`src/rtl/pipeline_hazard_ctrl_if.sv`:
```
// Hazard-control bundle between the RV32 pipeline datapath and the stall/flush sequencer.
// The datapath uses the master side; the sequencer uses the slave side.
interface pipeline_hazard_ctrl_if #(
   parameter int CNT_W = 32
);
   logic [4:0]       Rs1D;
   logic [4:0]       Rs2D;
   logic [4:0]       RdE;
   logic             RegWriteE;
   logic             LoadE;
   logic             MispredictE;
   logic             McStartE;
   logic             McDoneE;
   logic             IMemReadyF;
   logic             MemAccessM;
   logic             DMemReadyM;
   logic             StallF;
   logic             StallD;
   logic             FlushD;
   logic             StallE;
   logic             FlushE;
   logic             FlushM;
   logic             FlushW;
   logic             McBusy;
   logic             McErr;
   logic [CNT_W-1:0] StallCnt;
   logic [CNT_W-1:0] FlushCnt;

   modport master (
      output Rs1D, Rs2D, RdE, RegWriteE, LoadE, MispredictE, McStartE, McDoneE,
             IMemReadyF, MemAccessM, DMemReadyM,
      input  StallF, StallD, FlushD, StallE, FlushE, FlushM, FlushW,
             McBusy, McErr, StallCnt, FlushCnt
   );

   modport slave (
      input  Rs1D, Rs2D, RdE, RegWriteE, LoadE, MispredictE, McStartE, McDoneE,
             IMemReadyF, MemAccessM, DMemReadyM,
      output StallF, StallD, FlushD, StallE, FlushE, FlushM, FlushW,
             McBusy, McErr, StallCnt, FlushCnt
   );
endinterface

```
`src/rtl/pipeline_hazard_ctrl.sv`:
```
// Stall/flush sequencer for the 5-stage RV32 pipeline, with a small FSM for
// multi-cycle M/F-unit operations and saturating stall/flush counters.
//
// state   | meaning
// RUN     | normal issue; hazards resolved combinationally
// MC_BUSY | multi-cycle op in flight; pipeline held until done or timeout
module pipeline_hazard_ctrl #(
   parameter int MC_TIMEOUT = 64,
   parameter int CNT_W      = 32
) (
   input  logic                  clk,
   input  logic                  rst,
   pipeline_hazard_ctrl_if.slave bus
);
   typedef enum logic {
      RUN     = 1'b0,
      MC_BUSY = 1'b1
   } state_t;

   localparam int            TW       = (MC_TIMEOUT > 1) ? $clog2(MC_TIMEOUT) : 1;
   localparam logic [TW-1:0] TMO_LAST = TW'(MC_TIMEOUT - 1);

   state_t           r_state;
   state_t           w_next;
   logic [TW-1:0]    r_tmo_cnt;
   logic             r_mc_err;
   logic [CNT_W-1:0] r_stall_cnt;
   logic [CNT_W-1:0] r_flush_cnt;

   logic w_memstall;
   logic w_timeout;
   logic w_mcstall;
   logic w_lduse;
   logic w_ifstall;
   logic w_mp_flush;
   logic w_stall_f;
   logic w_stall_d;
   logic w_flush_d;
   logic w_stall_e;
   logic w_flush_e;
   logic w_flush_m;
   logic w_flush_w;

   assign w_memstall = bus.MemAccessM & ~bus.DMemReadyM;
   assign w_timeout  = (r_state == MC_BUSY) && (r_tmo_cnt == TMO_LAST);
   assign w_mcstall  = ((r_state == RUN) & bus.McStartE & ~bus.McDoneE) |
                       ((r_state == MC_BUSY) & ~bus.McDoneE & ~w_timeout);
   assign w_lduse    = bus.LoadE & bus.RegWriteE & (bus.RdE != 5'd0) &
                       ((bus.RdE == bus.Rs1D) | (bus.RdE == bus.Rs2D));
   assign w_ifstall  = ~bus.IMemReadyF;

   always_ff @(posedge clk or posedge rst) begin
      if (rst) r_state <= RUN;
      else     r_state <= w_next;
   end

   always_comb begin
      w_next     = r_state;
      w_stall_f  = 1'b0;
      w_stall_d  = 1'b0;
      w_flush_d  = 1'b0;
      w_stall_e  = 1'b0;
      w_flush_e  = 1'b0;
      w_flush_m  = 1'b0;
      w_flush_w  = 1'b0;
      w_mp_flush = 1'b0;

      // a memory stall freezes the FSM so a pending mispredict or MC op is re-seen afterwards
      if (!w_memstall) begin
         case (r_state)
            RUN:     if (bus.McStartE && !bus.McDoneE) w_next = MC_BUSY;
            MC_BUSY: if (bus.McDoneE || w_timeout)     w_next = RUN;
            default: w_next = RUN;
         endcase
      end

      if (rst) begin
         w_next    = RUN;
         w_flush_d = 1'b1;
         w_flush_e = 1'b1;
         w_flush_m = 1'b1;
         w_flush_w = 1'b1;
      end else if (w_memstall) begin
         w_stall_f = 1'b1;
         w_stall_d = 1'b1;
         w_stall_e = 1'b1;
         w_flush_w = 1'b1;
      end else if (w_mcstall) begin
         w_stall_f = 1'b1;
         w_stall_d = 1'b1;
         w_stall_e = 1'b1;
         w_flush_m = 1'b1;
      end else if (bus.MispredictE) begin
         w_flush_d  = 1'b1;
         w_flush_e  = 1'b1;
         w_mp_flush = 1'b1;
      end else if (w_lduse) begin
         // holding D also covers a concurrent fetch miss: the stalled instruction stays put
         w_stall_f = 1'b1;
         w_stall_d = 1'b1;
         w_flush_e = 1'b1;
      end else if (w_ifstall) begin
         w_stall_f = 1'b1;
         w_flush_d = 1'b1;
      end
   end

   always_ff @(posedge clk or posedge rst) begin
      if (rst) begin
         r_tmo_cnt <= '0;
         r_mc_err  <= 1'b0;
      end else if (!w_memstall) begin
         if (r_state == RUN) begin
            r_tmo_cnt <= '0;
         end else begin
            r_tmo_cnt <= r_tmo_cnt + TW'(1);
            if (w_timeout && !bus.McDoneE) r_mc_err <= 1'b1;
         end
      end
   end

   always_ff @(posedge clk or posedge rst) begin
      if (rst) begin
         r_stall_cnt <= '0;
         r_flush_cnt <= '0;
      end else begin
         if (w_stall_f && (r_stall_cnt != '1))  r_stall_cnt <= r_stall_cnt + CNT_W'(1);
         if (w_mp_flush && (r_flush_cnt != '1)) r_flush_cnt <= r_flush_cnt + CNT_W'(1);
      end
   end

   assign bus.StallF   = w_stall_f;
   assign bus.StallD   = w_stall_d;
   assign bus.FlushD   = w_flush_d;
   assign bus.StallE   = w_stall_e;
   assign bus.FlushE   = w_flush_e;
   assign bus.FlushM   = w_flush_m;
   assign bus.FlushW   = w_flush_w;
   assign bus.McBusy   = ~rst & (r_state == MC_BUSY);
   assign bus.McErr    = r_mc_err;
   assign bus.StallCnt = r_stall_cnt;
   assign bus.FlushCnt = r_flush_cnt;
endmodule

```
`src/flat_wrapper.sv`:
```
// flat-port wrapper written by rule: the top's interface ports become plain ports
module pipeline_hazard_ctrl_flat 
#(
   parameter int MC_TIMEOUT = 64,
   parameter int CNT_W      = 32
)
  (clk, rst, bus_Rs1D, bus_Rs2D, bus_RdE, bus_RegWriteE, bus_LoadE, bus_MispredictE, bus_McStartE, bus_McDoneE, bus_IMemReadyF, bus_MemAccessM, bus_DMemReadyM, bus_StallF, bus_StallD, bus_FlushD, bus_StallE, bus_FlushE, bus_FlushM, bus_FlushW, bus_McBusy, bus_McErr, bus_StallCnt, bus_FlushCnt);
  pipeline_hazard_ctrl_if #(.CNT_W(CNT_W)) bus_i ();
  input  logic clk;
  input  logic rst;
  input wire logic [$bits(bus_i.Rs1D)-1:0] bus_Rs1D;
  input wire logic [$bits(bus_i.Rs2D)-1:0] bus_Rs2D;
  input wire logic [$bits(bus_i.RdE)-1:0] bus_RdE;
  input wire logic [$bits(bus_i.RegWriteE)-1:0] bus_RegWriteE;
  input wire logic [$bits(bus_i.LoadE)-1:0] bus_LoadE;
  input wire logic [$bits(bus_i.MispredictE)-1:0] bus_MispredictE;
  input wire logic [$bits(bus_i.McStartE)-1:0] bus_McStartE;
  input wire logic [$bits(bus_i.McDoneE)-1:0] bus_McDoneE;
  input wire logic [$bits(bus_i.IMemReadyF)-1:0] bus_IMemReadyF;
  input wire logic [$bits(bus_i.MemAccessM)-1:0] bus_MemAccessM;
  input wire logic [$bits(bus_i.DMemReadyM)-1:0] bus_DMemReadyM;
  output wire logic [$bits(bus_i.StallF)-1:0] bus_StallF;
  output wire logic [$bits(bus_i.StallD)-1:0] bus_StallD;
  output wire logic [$bits(bus_i.FlushD)-1:0] bus_FlushD;
  output wire logic [$bits(bus_i.StallE)-1:0] bus_StallE;
  output wire logic [$bits(bus_i.FlushE)-1:0] bus_FlushE;
  output wire logic [$bits(bus_i.FlushM)-1:0] bus_FlushM;
  output wire logic [$bits(bus_i.FlushW)-1:0] bus_FlushW;
  output wire logic [$bits(bus_i.McBusy)-1:0] bus_McBusy;
  output wire logic [$bits(bus_i.McErr)-1:0] bus_McErr;
  output wire logic [$bits(bus_i.StallCnt)-1:0] bus_StallCnt;
  output wire logic [$bits(bus_i.FlushCnt)-1:0] bus_FlushCnt;
  assign bus_i.Rs1D = bus_Rs1D;
  assign bus_i.Rs2D = bus_Rs2D;
  assign bus_i.RdE = bus_RdE;
  assign bus_i.RegWriteE = bus_RegWriteE;
  assign bus_i.LoadE = bus_LoadE;
  assign bus_i.MispredictE = bus_MispredictE;
  assign bus_i.McStartE = bus_McStartE;
  assign bus_i.McDoneE = bus_McDoneE;
  assign bus_i.IMemReadyF = bus_IMemReadyF;
  assign bus_i.MemAccessM = bus_MemAccessM;
  assign bus_i.DMemReadyM = bus_DMemReadyM;
  assign bus_StallF = bus_i.StallF;
  assign bus_StallD = bus_i.StallD;
  assign bus_FlushD = bus_i.FlushD;
  assign bus_StallE = bus_i.StallE;
  assign bus_FlushE = bus_i.FlushE;
  assign bus_FlushM = bus_i.FlushM;
  assign bus_FlushW = bus_i.FlushW;
  assign bus_McBusy = bus_i.McBusy;
  assign bus_McErr = bus_i.McErr;
  assign bus_StallCnt = bus_i.StallCnt;
  assign bus_FlushCnt = bus_i.FlushCnt;
  pipeline_hazard_ctrl #(.MC_TIMEOUT(MC_TIMEOUT), .CNT_W(CNT_W)) u_core (.clk(clk), .rst(rst), .bus(bus_i));
endmodule
```
`config.mk`:
```
export PLATFORM = sky130hd
export DESIGN_NAME = pipeline_hazard_ctrl_flat
export DESIGN_NICKNAME = d
export VERILOG_FILES = /design/src/rtl/pipeline_hazard_ctrl_if.sv /design/src/rtl/pipeline_hazard_ctrl.sv /design/src/flat_wrapper.sv
export SDC_FILE = /design/constraint.sdc
export NUM_CORES = 1
export LEC_CHECK = 0
export ABC_CLOCK_PERIOD_IN_PS = 5000
export CAP_MARGIN = 10
export CELL_PAD_IN_SITES_DETAIL_PLACEMENT = 0
export CELL_PAD_IN_SITES_GLOBAL_PLACEMENT = 2
export CORE_ASPECT_RATIO = 0.6
export CORE_MARGIN = 2
export CORE_UTILIZATION = 33
export DETAILED_ROUTE_END_ITERATION = 16
export GPL_ROUTABILITY_DRIVEN = 0
export PLACE_DENSITY_LB_ADDON = 0.1
export SLEW_MARGIN = 15
export SYNTH_ARGS = -nofsm -noshare
export SYNTH_HDL_FRONTEND = slang
export SYNTH_SLANG_ARGS = --single-unit
```
`constraint.sdc`:
```
create_clock -name clk -period 5 [get_ports clk]
set_clock_uncertainty 0.05 [all_clocks]
set_input_delay 1 -clock clk [delete_from_list [all_inputs] [get_ports clk]]
set_output_delay 1 -clock clk [all_outputs]
set_load 0.02 [all_outputs]
```
==> results.tsv, run 1 <==
stage	metric	value	unit
run_status	status	complete, no violations	
synthesis	synth-edff-count	0	
drt	antenna_left	0	
drt	via_count	3131	
synthesis	synth_area	3886	sq um
finish	regArea	1802	sq um
finish	final_cell_mix	clkdlybuf4s50_1, dfrtp_1, nand2_1	
drt	vias_per_cell	4.862	
sta	max_freq	0.2385	GHz
clocking	ctsHoldBuffers	0	
synthesis	async_reset_ff_frac	1.000	
finish	n_fill_cell	1079	
synthesis	ys_ff_latch	72	
synthesis	yosysWarnings	0	
setup_path	path_max_fanout	3	
synthesis	avgSynthCellArea	10.25	sq um
drt	dr.pass1.iters	4	
clocking	tritoncts	yes	
finish	diodes	0	
grt	grt_max_degree	65	
clocking	clockRootBuffer	clkbuf_16	
floorplan	chipWidth	144.1	microns
sta	hold_violations	0	
power	worst_ir_drop_vdd	0.1795	mV
finish	drive_above_1_share	0.08678	
clocking	worstSkewPairLatency	0.32	ns
floorplan	dieArea	12690	sq um
floorplan	core_area	11370	sq um
clocking	cts.htree.levels	3	
grt	antenna_found_initial	0	
finish	final_common_cell	clkdlybuf4s50_1	
power	p_leak	0.002285	uW
sta	rsz0062_at_grt	false	
setup_path	startpoint_type	primary input	
grt	grt_pass1_vias	2900	
drt	post-route-drc-count	0	
setup_path	arrival	3.14	ns
finish	utilization	0.4637	
grt	track_usage	0.1641	
flow_run	cap_violations	0	
place	portBuffers	97	
place	dp_hpwl	7.310	mm
synthesis	synthesis.nets	407	
setup_path	path_class	in -> out	
finish	area_growth	35.71	%
sta	slew_headroom	0.2850	
finish	multi_input_area	1979	sq um
clocking	cts_resized	0	
clocking	postCtsSetupBuffers	0	
clocking	cts_made_buffers	9	
synthesis	synthFlopType	dfrtp_1	
power	power_per_cell_area	317.7	nW/um^2
sta	slew_violations	0	
drt	wl	9.975	mm
floorplan	die_y	88.06	microns
drt	drt-initial-drc-count	210	
hold_path	hp-class	reg -> reg	
drt	avgRoutedWirePerCell	15.49	microns
clocking	clk_pin_slew	0.05	ns
sta	min_period_over_period	0.8384	
floorplan	start_util	0.3417	
setup_path	crit_path_end_kind	output pin	
sta	setup_viol	0	
clocking	clock_sinks	72	
floorplan	ios	98	
sta	fin_setup_tns	0	ns
setup_path	worstPathRequired	3.95	ns
grt	grt_pass1_wl	16.04	mm
finish	nets	509	
hold_path	min_from	u_core.bus.McErr	
grt	grt_remaining_overflow	0	
synthesis	syn_inst	379	
power	total_power	1676	uW
synthesis	seq_area_frac_synth	0.4636	
setup_path	crit_start	bus_RdE[1]	
synthesis	synth_cell_types	52	
sta	post-route-min-period	4.192	ns
floorplan	rows	30	
setup_path	r2r_start	u_core.bus.StallCnt[1]	
clocking	cts_buffer_depth	2	
sta	worst_pin_slew	1.063	ns
[power breakdown]
part | switching, uW | internal (uW)
registers | 89.7 | 641
logic | 184 | 185
clock network | 235 | 341
[stage by stage]
step / setup slack, ns / cell area [sq um] / cells / hold slack (ns)
final: 0.8079 / 5274 / 644 / 0.4211
after global routing: 0.7099 / 5274 / 644 / 0.4679
after CTS: 0.7938 / 5274 / 644 / 0.4205
after detailed placement: 0.8042 / 5012 / 630 / 0.4036
after global placement: 0.8230 / 5012 / 630 / 0.4023
after floorplan: 0.6193 / 3886 / 379 / 0.4156
[state kept, by name, indices dropped and copies added, names as in the netlist]
register	flops
u_core.r_state	1
u_core.bus.McErr	1
u_core.r_tmo_cnt	6
u_core.bus.StallCnt	32
u_core.bus.FlushCnt	32
[worst paths after layout]
path,slack (ns),cells past startpoint,endpoint
hold / removal,0.42,2,u_core.bus.McErr
max in group asynchronous,2.70,3,u_core.r_tmo_cnt[5]
hold reg to reg,0.42,2,u_core.bus.McErr
min in group asynchronous,1.07,2,u_core.bus.StallCnt[5]
setup / recovery,0.81,7,bus_FlushD
setup reg to reg,2.11,7,u_core.bus.StallCnt[19]
[cell usage after synthesis, types with 4 or more instances]
cell type	instances	area [sq um]
buf_6	4	45.04
and3_1	13	81.33
nand2_1	41	153.9
nand4_1	17	106.4
o21ai_0	4	20.02
nor3_1	25	125.1
xnor2_1	33	289.0
nor2_1	22	82.58
inv_1	10	37.54
dfrtp_1	72	1802
and4_1	5	43.79
a21oi_1	4	20.02
nand3_1	32	160.2
nand4_2	4	50.05
xor2_1	39	341.6
[final cells by class]
class,count,area share
clock buffers,10,0.04531
clock inverters,4,0.004270
inverters,10,0.007117
multi-input cells,288,0.3753
flip-flops and latches,72,0.3416
well taps,160,0.03796
repair buffers,100,0.1884
[cell families after synthesis]
kind of cell,after synthesis,synth area share
buffers and inverters,19,0.02704
AO/OA/AOI/OAI,23,0.05023
XOR/XNOR,72,0.1623
AND/OR/NAND/NOR,188,0.2804
multiplexers,2,0.006760
adder cells (fa/ha/maj),3,0.009660
flip-flops,72,0.4636
[per-layer routing]
layer	global-route usage	vias up	routed length, microns
met5	0	-	0
met4	0.03743	0	42
met3	0.04866	2	639
met2	0.2056	87	3798
met1	0.2662	1494	5494
li1	-	1548	-
[critical path, cell delays in order]
cell	delay [ns]
clkdlybuf4s50_1	0.46
or3_1	0.38
o311a_1	0.35
nand2_1	0.11
nand2b_1	0.06
a21oi_1	0.15
clkdlybuf4s50_1	0.62
No activity file was read; power rests on OpenSTA's default activity.
==> inputs of run 2 (changes only) <==
ABC_CLOCK_PERIOD_IN_PS = 3600   (was 5000)
CORE_UTILIZATION = 28   (was 33)
clock period = 3.6 ns   (was 5 ns; I/O delays follow)
==> results.tsv, run 2 (synthesis results as in run 1) <==
stage	metric	value	unit	change
setup_path	rr_worst_depth	8		+1
drt	via_count	3143		+0.38%
grt	grt_pass1_vias	3185		+9.8%
finish	diodes	0		unchanged
finish	area_growth	38.57	%	
sta	setup_viol	0		unchanged
clocking	cts_buffer_depth	2		unchanged
setup_path	arrival	2.65	ns	-0.49 ns
finish	regArea	1802	sq um	unchanged
clocking	clk_pin_slew	0.06	ns	about the same
finish	final_common_cell	clkdlybuf4s50_1		
place	detailedPlace.worstSlack	0.04598	ns	-0.7582 ns
power	power_switching	746.6	uW	+47%
hold_path	hp-class	reg -> reg		
sta	slew_headroom	0.6225		+0.3375
finish	n_fill_cell	1367		+27%
flow_run	cap_violations	0		unchanged
setup_path	r2r_slack	1.18	ns	-0.93 ns
clocking	postCtsSetupBuffers	0		unchanged
sta	fin_setup_tns	0	ns	unchanged
sta	hold_violations	0		unchanged
setup_path	worstPathRequired	2.83	ns	-1.12 ns
setup_path	reg2reg_to	u_core.bus.StallCnt[1]		
setup_path	startpoint_type	primary input		
grt	grt_remaining_overflow	0		unchanged
sta	worst_pin_slew	0.5620	ns	-0.5007 ns
power	p_int	1687	uW	+45%
floorplan	core_area	13580	sq um	+19%
drt	vias_per_cell	4.712		-3.1%
power	clkPwrFrac	0.371		+0.027
power	power_per_cell_area	451.9	nW/um^2	+42%
setup_path	r2r_start	u_core.r_tmo_cnt[0]		
place	portBuffers	97		unchanged
run_status	status	complete, no violations		
grt	track_usage	0.1489		-0.01518
sta	setup_ws	0.1757	ns	-0.6323 ns
clocking	worstSkewPairLatency	0.33	ns	about the same
floorplan	die_y	95.26	microns	+8.2%
grt	antenna_found_initial	0		unchanged
finish	drive_above_1_share	0.1016		+0.01485
finish	final_cell_mix	clkdlybuf4s50_1, dfrtp_1, nand2_1		
setup_path	crit_path_end	bus_StallD		
drt	drt-initial-drc-count	96		-54%
clocking	clock_sinks	72		unchanged
place	dpl.cell_count	651		+3.3%
power	power_frac_comb	0.213		-0.007
clocking	cts_made_buffers	9		unchanged
setup_path	crit_path_end_kind	output pin		
sta	post-route-min-period	3.424	ns	
power	worst_ir_drop_vdd	0.2817	mV	+57%
finish	final_cells	667		+3.6%
floorplan	rows	33		+10%
floorplan	chipWidth	156.1	microns	+8.3%
setup_path	path_class	in -> out		
drt	wl	10.26	mm	+2.9%
floorplan	dieArea	14870	sq um	+17%
setup_path	crit_start	bus_RdE[1]		
floorplan	ios	98		unchanged
finish	nets	515		+1.2%
clocking	tritoncts	yes		
finish	multi_input_area	1979	sq um	unchanged
clocking	clockRootBuffer	clkbuf_16		
clocking	ctsHoldBuffers	0		unchanged
grt	grt_max_degree	38		-42%
power	p_sw_frac	0.3068		+0.003218
grt	grt_pass1_wl	17.11	mm	+6.7%
sta	max_freq	0.2920	GHz	
drt	avgRoutedWirePerCell	15.39	microns	-0.65%
power	total_power	2434	uW	+45%
power	p_leak	0.002348	uW	+2.8%
setup_path	path_max_fanout	3		unchanged
place	dp_hpwl	7.689	mm	+5.2%
drt	dr.pass1.iters	4		unchanged
sta	min_period_over_period	0.9512		
drt	antenna_left	0		unchanged
clocking	cts.htree.levels	3		unchanged
power	pwr-share-seq	0.416		-0.020
sta	rsz0062_at_grt	false		
drt	post-route-drc-count	0		unchanged
floorplan	start_util	0.2861		-0.05561
sta	slew_violations	0		unchanged
## run 2: changes by cell type in the layout (fill, tap and decap cells not counted), sizes merged
cell | before | now
buf | 3 | 9
clkdlybuf4s50 | 97 | 94
dlymetal6s2s | 0 | 3
clkinvlp | 1 | 3
bufinv | 0 | 1
clkbuf | 10 | 9
clkinv | 3 | 4
inv | 10 | 9
## run 2: how the worst min path moves through the flow
stage / from / endpoint / slack, ns / cells after the start
detailed placement: u_core.bus.McErr / u_core.bus.McErr / 0.41 / 2
CTS: u_core.bus.McErr / u_core.bus.McErr / 0.42 / 2
global route: u_core.bus.McErr / u_core.bus.McErr / 0.44 / 2
finish: u_core.bus.McErr / u_core.bus.McErr / 0.41 / 2
global placement: u_core.bus.McErr / u_core.bus.McErr / 0.40 / 2
floorplan: u_core.r_tmo_cnt[1] / u_core.r_tmo_cnt[1] / 0.42 / 2
## run 2: layer usage
layer	vias up	global-route usage	wire length [microns]
li1	1564	-	-
met1	1509	0.2236	5651
met2	60	0.2087	4026
met3	10	0.04045	484
met4	0	0.03899	102
met5	-	0	0
## run 2: power by group through the flow
stage               clock, uW  combinational [uW]  sequential [uW]
finish                    903                 518             1010
global route              963                 563             1030
CTS                       932                 527             1010
detailed placement          0                 524             1030
global placement            0                 522             1030
floorplan                   0                 185             1090
## run 2: metrics by stage
step | util | hold WS (ns) | area [sq um]
floorplan | - | 0.4156 | 3890
global placement | 0.3740 | 0.4012 | 5080
detailed placement | 0.3740 | 0.4058 | 5080
CTS | 0.3959 | 0.4204 | 5378
global route | 0.3964 | 0.4352 | 5385
finish | 0.3964 | 0.4132 | 5385
## run 2: worst max-delay path, stage by stage
cell and delay, ns:
clkdlybuf4s50_1 0.41, or3_1 0.37, o311a_1 0.36, a31o_2 0.26, clkdlybuf4s50_1 0.53
## run 2: what timing repair did
action | in CTS | in global routing
gates resized for setup | 0 | 3
setup endpoints to repair | 0 | 3
hold endpoints to repair | 0 | 0
## run 2: cell type report
type,instances,share of cell area
Clock buffer,9,0.04182
Clock inverter,7,0.01348
Inverter,10,0.007667
Multi-Input combinational cell,288,0.3676
Sequential cell,72,0.3346
Tap cell,175,0.04066
Timing Repair Buffer,106,0.1942
